<file path="config.mk">
export PLATFORM = sky130hd
export DESIGN_NAME = smg_scan_bcd
export DESIGN_NICKNAME = d
export VERILOG_FILES = /design/src/rtl/smg_pkg.sv /design/src/rtl/smg_bin2bcd.sv /design/src/rtl/smg_scan_bcd.sv
export SDC_FILE = /design/constraint.sdc
export NUM_CORES = 1
export LEC_CHECK = 0
export CAP_MARGIN = 20
export CORE_ASPECT_RATIO = 1.5
export CORE_MARGIN = 1.5
export CORE_UTILIZATION = 55
export CTS_BUF_LIST = sky130_fd_sc_hd__clkbuf_16
export DETAILED_ROUTE_END_ITERATION = 16
export GPL_ROUTABILITY_DRIVEN = 0
export PLACE_DENSITY_LB_ADDON = 0.05
export SYNTH_ARGS = -nofsm -noshare
export SYNTH_HDL_FRONTEND = slang
export SYNTH_SLANG_ARGS = --single-unit
</file>
<file path="constraint.sdc">
create_clock -name clk_1khz -period 2.1 [get_ports clk_1khz]
set_clock_uncertainty 0.15 [all_clocks]
set_input_delay 0.21 -clock clk_1khz [delete_from_list [all_inputs] [get_ports clk_1khz]]
set_output_delay 0.21 -clock clk_1khz [all_outputs]
set_load 0.005 [all_outputs]
</file>
<file path="src/rtl/smg_pkg.sv">
//------------------------------------------------------------------------------
// smg_pkg
// Segment glyphs, the conversion FSM state type and the BCD-to-segment decoder
// for the multiplexed seven-segment display.
// Revision: 1.0
//------------------------------------------------------------------------------
`default_nettype none

package smg_pkg;

   // Active-high segments: A..G on bits 0..6, DP on bit 7
   localparam logic [7:0] c_SEG_0     = 8'h3F;
   localparam logic [7:0] c_SEG_1     = 8'h06;
   localparam logic [7:0] c_SEG_2     = 8'h5B;
   localparam logic [7:0] c_SEG_3     = 8'h4F;
   localparam logic [7:0] c_SEG_4     = 8'h66;
   localparam logic [7:0] c_SEG_5     = 8'h6D;
   localparam logic [7:0] c_SEG_6     = 8'h7D;
   localparam logic [7:0] c_SEG_7     = 8'h07;
   localparam logic [7:0] c_SEG_8     = 8'h7F;
   localparam logic [7:0] c_SEG_9     = 8'h6F;
   localparam logic [7:0] c_SEG_BLANK = 8'h00;
   localparam logic [7:0] c_SEG_DASH  = 8'h40;

   typedef enum logic [1:0] {
      ST_IDLE   = 2'd0,
      ST_CONV   = 2'd1,
      ST_COMMIT = 2'd2
   } smg_state_t;

   function automatic logic [7:0] bcd_to_seg(input logic [3:0] i_bcd);
      logic [7:0] v_seg;
      case (i_bcd)
         4'd0:    v_seg = c_SEG_0;
         4'd1:    v_seg = c_SEG_1;
         4'd2:    v_seg = c_SEG_2;
         4'd3:    v_seg = c_SEG_3;
         4'd4:    v_seg = c_SEG_4;
         4'd5:    v_seg = c_SEG_5;
         4'd6:    v_seg = c_SEG_6;
         4'd7:    v_seg = c_SEG_7;
         4'd8:    v_seg = c_SEG_8;
         4'd9:    v_seg = c_SEG_9;
         default: v_seg = c_SEG_BLANK;
      endcase
      return v_seg;
   endfunction

endpackage

`default_nettype wire

</file>
<file path="src/rtl/smg_bin2bcd.sv">
//------------------------------------------------------------------------------
// smg_bin2bcd
// Sequential shift-add-3 binary-to-BCD converter, one input bit per clock.
// Revision: 1.0
//------------------------------------------------------------------------------
`default_nettype none

module smg_bin2bcd #(
   parameter int DATA_W = 12,
   parameter int N      = 4
) (
   input  logic              clk_1khz,
   input  logic              rst,
   input  logic              i_start,
   input  logic [DATA_W-1:0] i_bin,
   output logic              o_done,
   output logic              o_ovf,
   output logic [4*N-1:0]    o_bcd
);

   localparam int CNT_W = $clog2(DATA_W + 1);

   logic [DATA_W-1:0] r_bin;
   logic [4*N-1:0]    r_bcd;
   logic [CNT_W-1:0]  r_cnt;
   logic              r_active;
   logic              r_ovf;
   logic [4*N-1:0]    w_adj;

   always_comb begin
      w_adj = r_bcd;
      for (int d = 0; d < N; d++) begin
         if (r_bcd[4*d +: 4] >= 4'd5) begin
            w_adj[4*d +: 4] = r_bcd[4*d +: 4] + 4'd3;
         end
      end
   end

   // A 1 leaving the top digit means the value no longer fits in N digits;
   // the flag is sticky so later shifts cannot hide it.
   always_ff @(posedge clk_1khz or negedge rst) begin
      if (!rst) begin
         r_bin    <= '0;
         r_bcd    <= '0;
         r_cnt    <= '0;
         r_active <= 1'b0;
         r_ovf    <= 1'b0;
      end else if (i_start) begin
         r_bin    <= i_bin;
         r_bcd    <= '0;
         r_cnt    <= '0;
         r_active <= 1'b1;
         r_ovf    <= 1'b0;
      end else if (r_active) begin
         r_bcd <= {w_adj[4*N-2:0], r_bin[DATA_W-1]};
         r_bin <= {r_bin[DATA_W-2:0], 1'b0};
         r_ovf <= r_ovf | w_adj[4*N-1];
         r_cnt <= r_cnt + 1'b1;
         if (r_cnt == CNT_W'(DATA_W - 1)) begin
            r_active <= 1'b0;
         end
      end
   end

   // High during the cycle whose closing edge performs the final shift
   assign o_done = r_active && (r_cnt == CNT_W'(DATA_W - 1));
   assign o_ovf  = r_ovf;
   assign o_bcd  = r_bcd;

endmodule

`default_nettype wire

</file>
<file path="src/rtl/smg_scan_bcd.sv">
//------------------------------------------------------------------------------
// smg_scan_bcd
// Binary-to-BCD display driver with blanking/overflow formatting and digit scan.
// Optional signed mode: define SMG_SIGN_EN (top digit becomes the sign digit).
// Revision: 1.0
//------------------------------------------------------------------------------
`default_nettype none

module smg_scan_bcd #(
   parameter int DIGITS = 4,
   parameter int DATA_W = 12
) (
   input  logic              clk_1khz,
   input  logic              rst,
   input  logic [DATA_W-1:0] data,
   input  logic              load,
   output logic              busy,
   output logic [DIGITS-1:0] smg_sig,
   output logic [7:0]        smg_data
);

   import smg_pkg::*;

`ifdef SMG_SIGN_EN
   localparam int N = DIGITS - 1;
`else
   localparam int N = DIGITS;
`endif
   localparam int SCAN_W = $clog2(DIGITS);

   smg_state_t                r_state;
   logic [DIGITS-1:0][7:0]    r_disp;
   logic [DIGITS-1:0][7:0]    w_glyph;
   logic [SCAN_W-1:0]         r_scan;
   logic [DIGITS-1:0]         w_sel;
   logic [DATA_W-1:0]         w_mag;
   logic                      w_start;
   logic                      w_done;
   logic                      w_ovf;
   logic [4*N-1:0]            w_bcd;
   logic                      w_lead;

`ifdef SMG_SIGN_EN
   logic r_neg;

   // Two's-complement negate in DATA_W bits: the most negative value maps to
   // 2^(DATA_W-1), which is still representable unsigned.
   assign w_mag = data[DATA_W-1] ? (~data + 1'b1) : data;
`else
   assign w_mag = data;
`endif

   assign w_start = (r_state == ST_IDLE) && load;

   smg_bin2bcd #(
      .DATA_W (DATA_W),
      .N      (N)
   ) u_bin2bcd (
      .clk_1khz (clk_1khz),
      .rst      (rst),
      .i_start  (w_start),
      .i_bin    (w_mag),
      .o_done   (w_done),
      .o_ovf    (w_ovf),
      .o_bcd    (w_bcd)
   );

   // Leading zeros are blanked walking down from the top; digit 0 always shows
   always_comb begin
      w_glyph = '0;
      w_lead  = 1'b1;
      for (int i = N - 1; i >= 0; i--) begin
         if (w_ovf) begin
            w_glyph[i] = c_SEG_DASH;
         end else if (w_lead && (i != 0) && (w_bcd[4*i +: 4] == 4'd0)) begin
            w_glyph[i] = c_SEG_BLANK;
         end else begin
            w_glyph[i] = bcd_to_seg(w_bcd[4*i +: 4]);
            w_lead     = 1'b0;
         end
      end
`ifdef SMG_SIGN_EN
      w_glyph[DIGITS-1] = r_neg ? c_SEG_DASH : c_SEG_BLANK;
`endif
   end

   always_ff @(posedge clk_1khz or negedge rst) begin
      if (!rst) begin
         r_state <= ST_IDLE;
         busy    <= 1'b0;
         r_disp  <= '0;
         r_disp[0] <= c_SEG_0;
`ifdef SMG_SIGN_EN
         r_neg   <= 1'b0;
`endif
      end else begin
         case (r_state)
            ST_IDLE: begin
               if (load) begin
                  r_state <= ST_CONV;
                  busy    <= 1'b1;
`ifdef SMG_SIGN_EN
                  r_neg   <= data[DATA_W-1];
`endif
               end
            end
            ST_CONV: begin
               if (w_done) begin
                  r_state <= ST_COMMIT;
               end
            end
            ST_COMMIT: begin
               r_disp  <= w_glyph;
               busy    <= 1'b0;
               r_state <= ST_IDLE;
            end
            default: begin
               r_state <= ST_IDLE;
               busy    <= 1'b0;
            end
         endcase
      end
   end

   always_comb begin
      w_sel = '0;
      for (int i = 0; i < DIGITS; i++) begin
         if (r_scan == SCAN_W'(i)) begin
            w_sel[DIGITS-1-i] = 1'b1;
         end
      end
   end

   // Select and segments are registered together so they never disagree
   always_ff @(posedge clk_1khz or negedge rst) begin
      if (!rst) begin
         r_scan   <= '0;
         smg_sig  <= '0;
         smg_data <= c_SEG_BLANK;
      end else begin
         smg_sig  <= w_sel;
         smg_data <= r_disp[r_scan];
         r_scan   <= (r_scan == SCAN_W'(DIGITS - 1)) ? '0 : r_scan + 1'b1;
      end
   end

endmodule

`default_nettype wire
</file>
==> results.md <==
* Delay-heaviest family, CP: compound AO/OA/AOI/OAI gates
* WP data arrival at 2.09 ns
* Slew of the pin with the lowest slew margin at 0.563 ns
* Min cycle time layout at 1.99 ns
* Vias in the first global route at 2931
* Vias at between 3k and 4k
* Pwr dens at 1340 mW/mm²
* Primary FF master, synth: dfrtp_1
* Crit share post-route at 0.948
* Inserted Clock Buffers at 9
* Max stage delay on crit path at 0.40 ns
* Sequential area share after synthesis at 0.476
* Antenna violations before repair at 0
* Syn_nets at approximately 460
* Synth Cell Area at 0.00411 mm²
* Routed WL at 8070 µm
* First-pass GRT wire length at 13700 µm
* Total power at 6360 µW
* Routing usage on met3 at 0.0296
* Slowest library cell on the worst path: dfrtp_1
* Unique masters post-synth at 45
* Total area of sequential cells at slightly below 0.002 mm²
* Slew margin rel. at 0.625
* Leakage at between 0.002 and 0.0025 µW
* Post-synthesis register bit count at 78
* Post-route cell area at 0.00475 mm²
* Largest cells by area after synthesis: dfrtp_1 (44%), ha_1 (8.2%), o21ai_0 (7.4%)
* Fin Setup TNS at 0 ns
* Longest Clk Path Bufs at 2
* Startpoint types: flip-flop
* Post-synth EDFFs at 0
* Crit Path Class: reg -> reg
* CP required at approximately 2.2 ns
* DR iter-0 viols at between 200 and 250
* Filler cells at approximately 600
* IO Port Bufs at 26
* Final setup viols at 0
* TritonRoute pass-1 iters at 4
* Die Ht at 109 µm
* Remaining global-route overflow at 0
* Final ANT Viol Nets at 0
* GR peak layer: met2
* Placement Rows at 38
* Vias per cell at 5.49
* Diode count at 0
* Pin count of the biggest net entering global routing at 41
* Die width at ~74 µm
* Run status: complete, no violations
* Die area at between 0.008 and 0.009 mm²
* Synth warnings at 0
* Routed len/inst at 14.7 µm
* Post-synth top cells: dfrtp_1 (72), o21ai_0 (61), nand2_1 (58)
* All-Layer GR Usage at 0.226
* Clock slew at reported path FFs at 0.06 ns
* Met1 Usage GRT at 0.261
* Clock Sinks at 78
* Final Hold Vio Count at 0
* Critical Path, Cell by Cell: inv_1 > ha_1 > nor3b_1 > buf_4 > o211ai_1 > nand3_2 > o21ai_0
* CTS tree: yes
* Starting Density at 0.569
* Remaining DRCs at 0
* Hold Path Class: in -> async
* Kind of end point of the critical path: flip-flop
* Number of I/O pins at 28
* CTS H-tree lvls at 3
* Met2 Resource Use GR at 0.399
* Max-cap viol count at 0
* Share of layout cells above drive strength 1 at 0.0893
* Worst vdd ir at 0.736 mV
* Most frequent cell after synthesis: dfrtp_1
* Dpl cell area at 0.00448 mm²
* Post-CTS Setup Inserts at 0
* CP Buf/Inv Count at 2
* Synth area leader: dfrtp_1
* Fmax at 502 MHz
* Area grow syn2layout at 15.5%
* Multi-input gate area at 0.00197 mm²
* Dpl hpwl at 5900 µm
* Syn avg cell area at between 9 and 10 µm²
* Final Max Slew Viols at 0
* Crit Path Max Fanout at 7
* Syn Inst Count at ~420
* Async S/R FF share, synth at 1.00
* CTS root buf: clkbuf_16
* Share of the synthesized area in the top cell type at 0.438
* Area of the core at 0.00723 mm²
* Nets at 486
* Worst skew pair latency at roughly 0.33 ns
## cell families (layout without fill, tap and decap cells)
kind of cell	after synthesis	count (layout)	synth area share
compound gates	110	110	0.150
xor+xnor	5	5	0.0106
fa+ha+maj	27	27	0.0821
buf+inv	47	73	0.0474
flops	78	78	0.476
mux	27	27	0.0876
other cells	1	1	0.000912
simple gates	127	127	0.145
## sequential cells by signal, summed over array words and instances, names as in the netlist
name                count
busy                    1
r_disp                 28
r_scan                  2
r_state                 2
smg_data                7
smg_sig                 4
u_bin2bcd.o_bcd        16
u_bin2bcd.o_ovf         1
u_bin2bcd.r_active      1
u_bin2bcd.r_bin        12
u_bin2bcd.r_cnt         4
## stage by stage
step / cells / hold WS (ns) / setup slack, ns / utilization
2_1_floorplan: 422 / -0.236 / 0.354 / -
3_3_place_gp: 532 / 0.0770 / 0.222 / 0.620
3_5_place_dp: 532 / 0.0802 / 0.129 / 0.620
4_1_cts: 548 / 0.267 / 0.107 / 0.656
5_1_grt: 548 / 0.301 / -0.0472 / 0.657
6_report: 548 / 0.257 / 0.108 / 0.657
## placed cells by master, fill, tap and decap left out, types with 2 or more instances in the layout
cell type        instances
buf_4                   10
nor2_1                  24
nor3b_1                  6
clkbuf_16                9
a31oi_1                  2
ha_1                    27
dfstp_2                  6
nand3b_1                 2
mux4_2                   7
nor2b_1                  3
and3_1                   5
inv_1                   22
nand2_1                 58
a32o_1                   3
mux2i_1                 18
buf_12                   2
o31ai_1                  5
xor2_1                   4
o21ai_0                 61
nor3_1                   5
dfrtp_1                 72
a21oi_1                 26
nand3_1                  6
o22ai_1                  2
clkdlybuf4s50_1         25
mux2_2                   2
nand4_1                  2
nand2b_1                 9
clkinv_1                 4
a22o_1                   3
## final timing paths
check                      cells past startpoint  slack, ns           startpoint            endpoint
setup reg to reg                               7       0.11  u_bin2bcd.o_bcd[13]          r_disp[11]
hold reg to reg                                2       0.33           r_disp[27]          r_disp[27]
hold / removal                                 2       0.26                  rst          r_disp[19]
max in group asynchronous                      3       0.96                  rst  u_bin2bcd.o_bcd[5]
min in group clk_1khz                          3       0.27              data[0]  u_bin2bcd.r_bin[0]
setup / recovery                               7       0.11  u_bin2bcd.o_bcd[13]          r_disp[11]
## routing by layer
metal  wire, µm  share of wire
met5          0              0
met4        274          0.034
met3        162          0.020
met2       4280           0.53
met1       3350           0.41
## cell type report
class,count,area share
Inverter,20,0.0158
Tap cell,100,0.0263
Clock buffer,9,0.0474
Timing Repair Buffer,38,0.0790
Clock inverter,6,0.00474
Sequential cell,78,0.412
Multi-Input combinational cell,297,0.414
## worst register-to-register path: stages (launching register included)
cell	delay (ns)
dfrtp_1	0.40
inv_1	0.15
ha_1	0.24
nor3b_1	0.15
buf_4	0.16
o211ai_1	0.32
nand3_2	0.16
o21ai_0	0.19
## power breakdown
group	total (µW)	switching [µW]	internal, µW
sequential	2500	531	1970
clock	1300	531	766
combinational	2570	1380	1190
total	6360	2440	3930
## timing repair
item	4_1_cts	5_1_grt
resized for setup	0	2
setup endpoints to repair	0	3
hold buffers	1	0
endpoints found under the hold margin	33	0
Power figures use the tool's default switching activity.
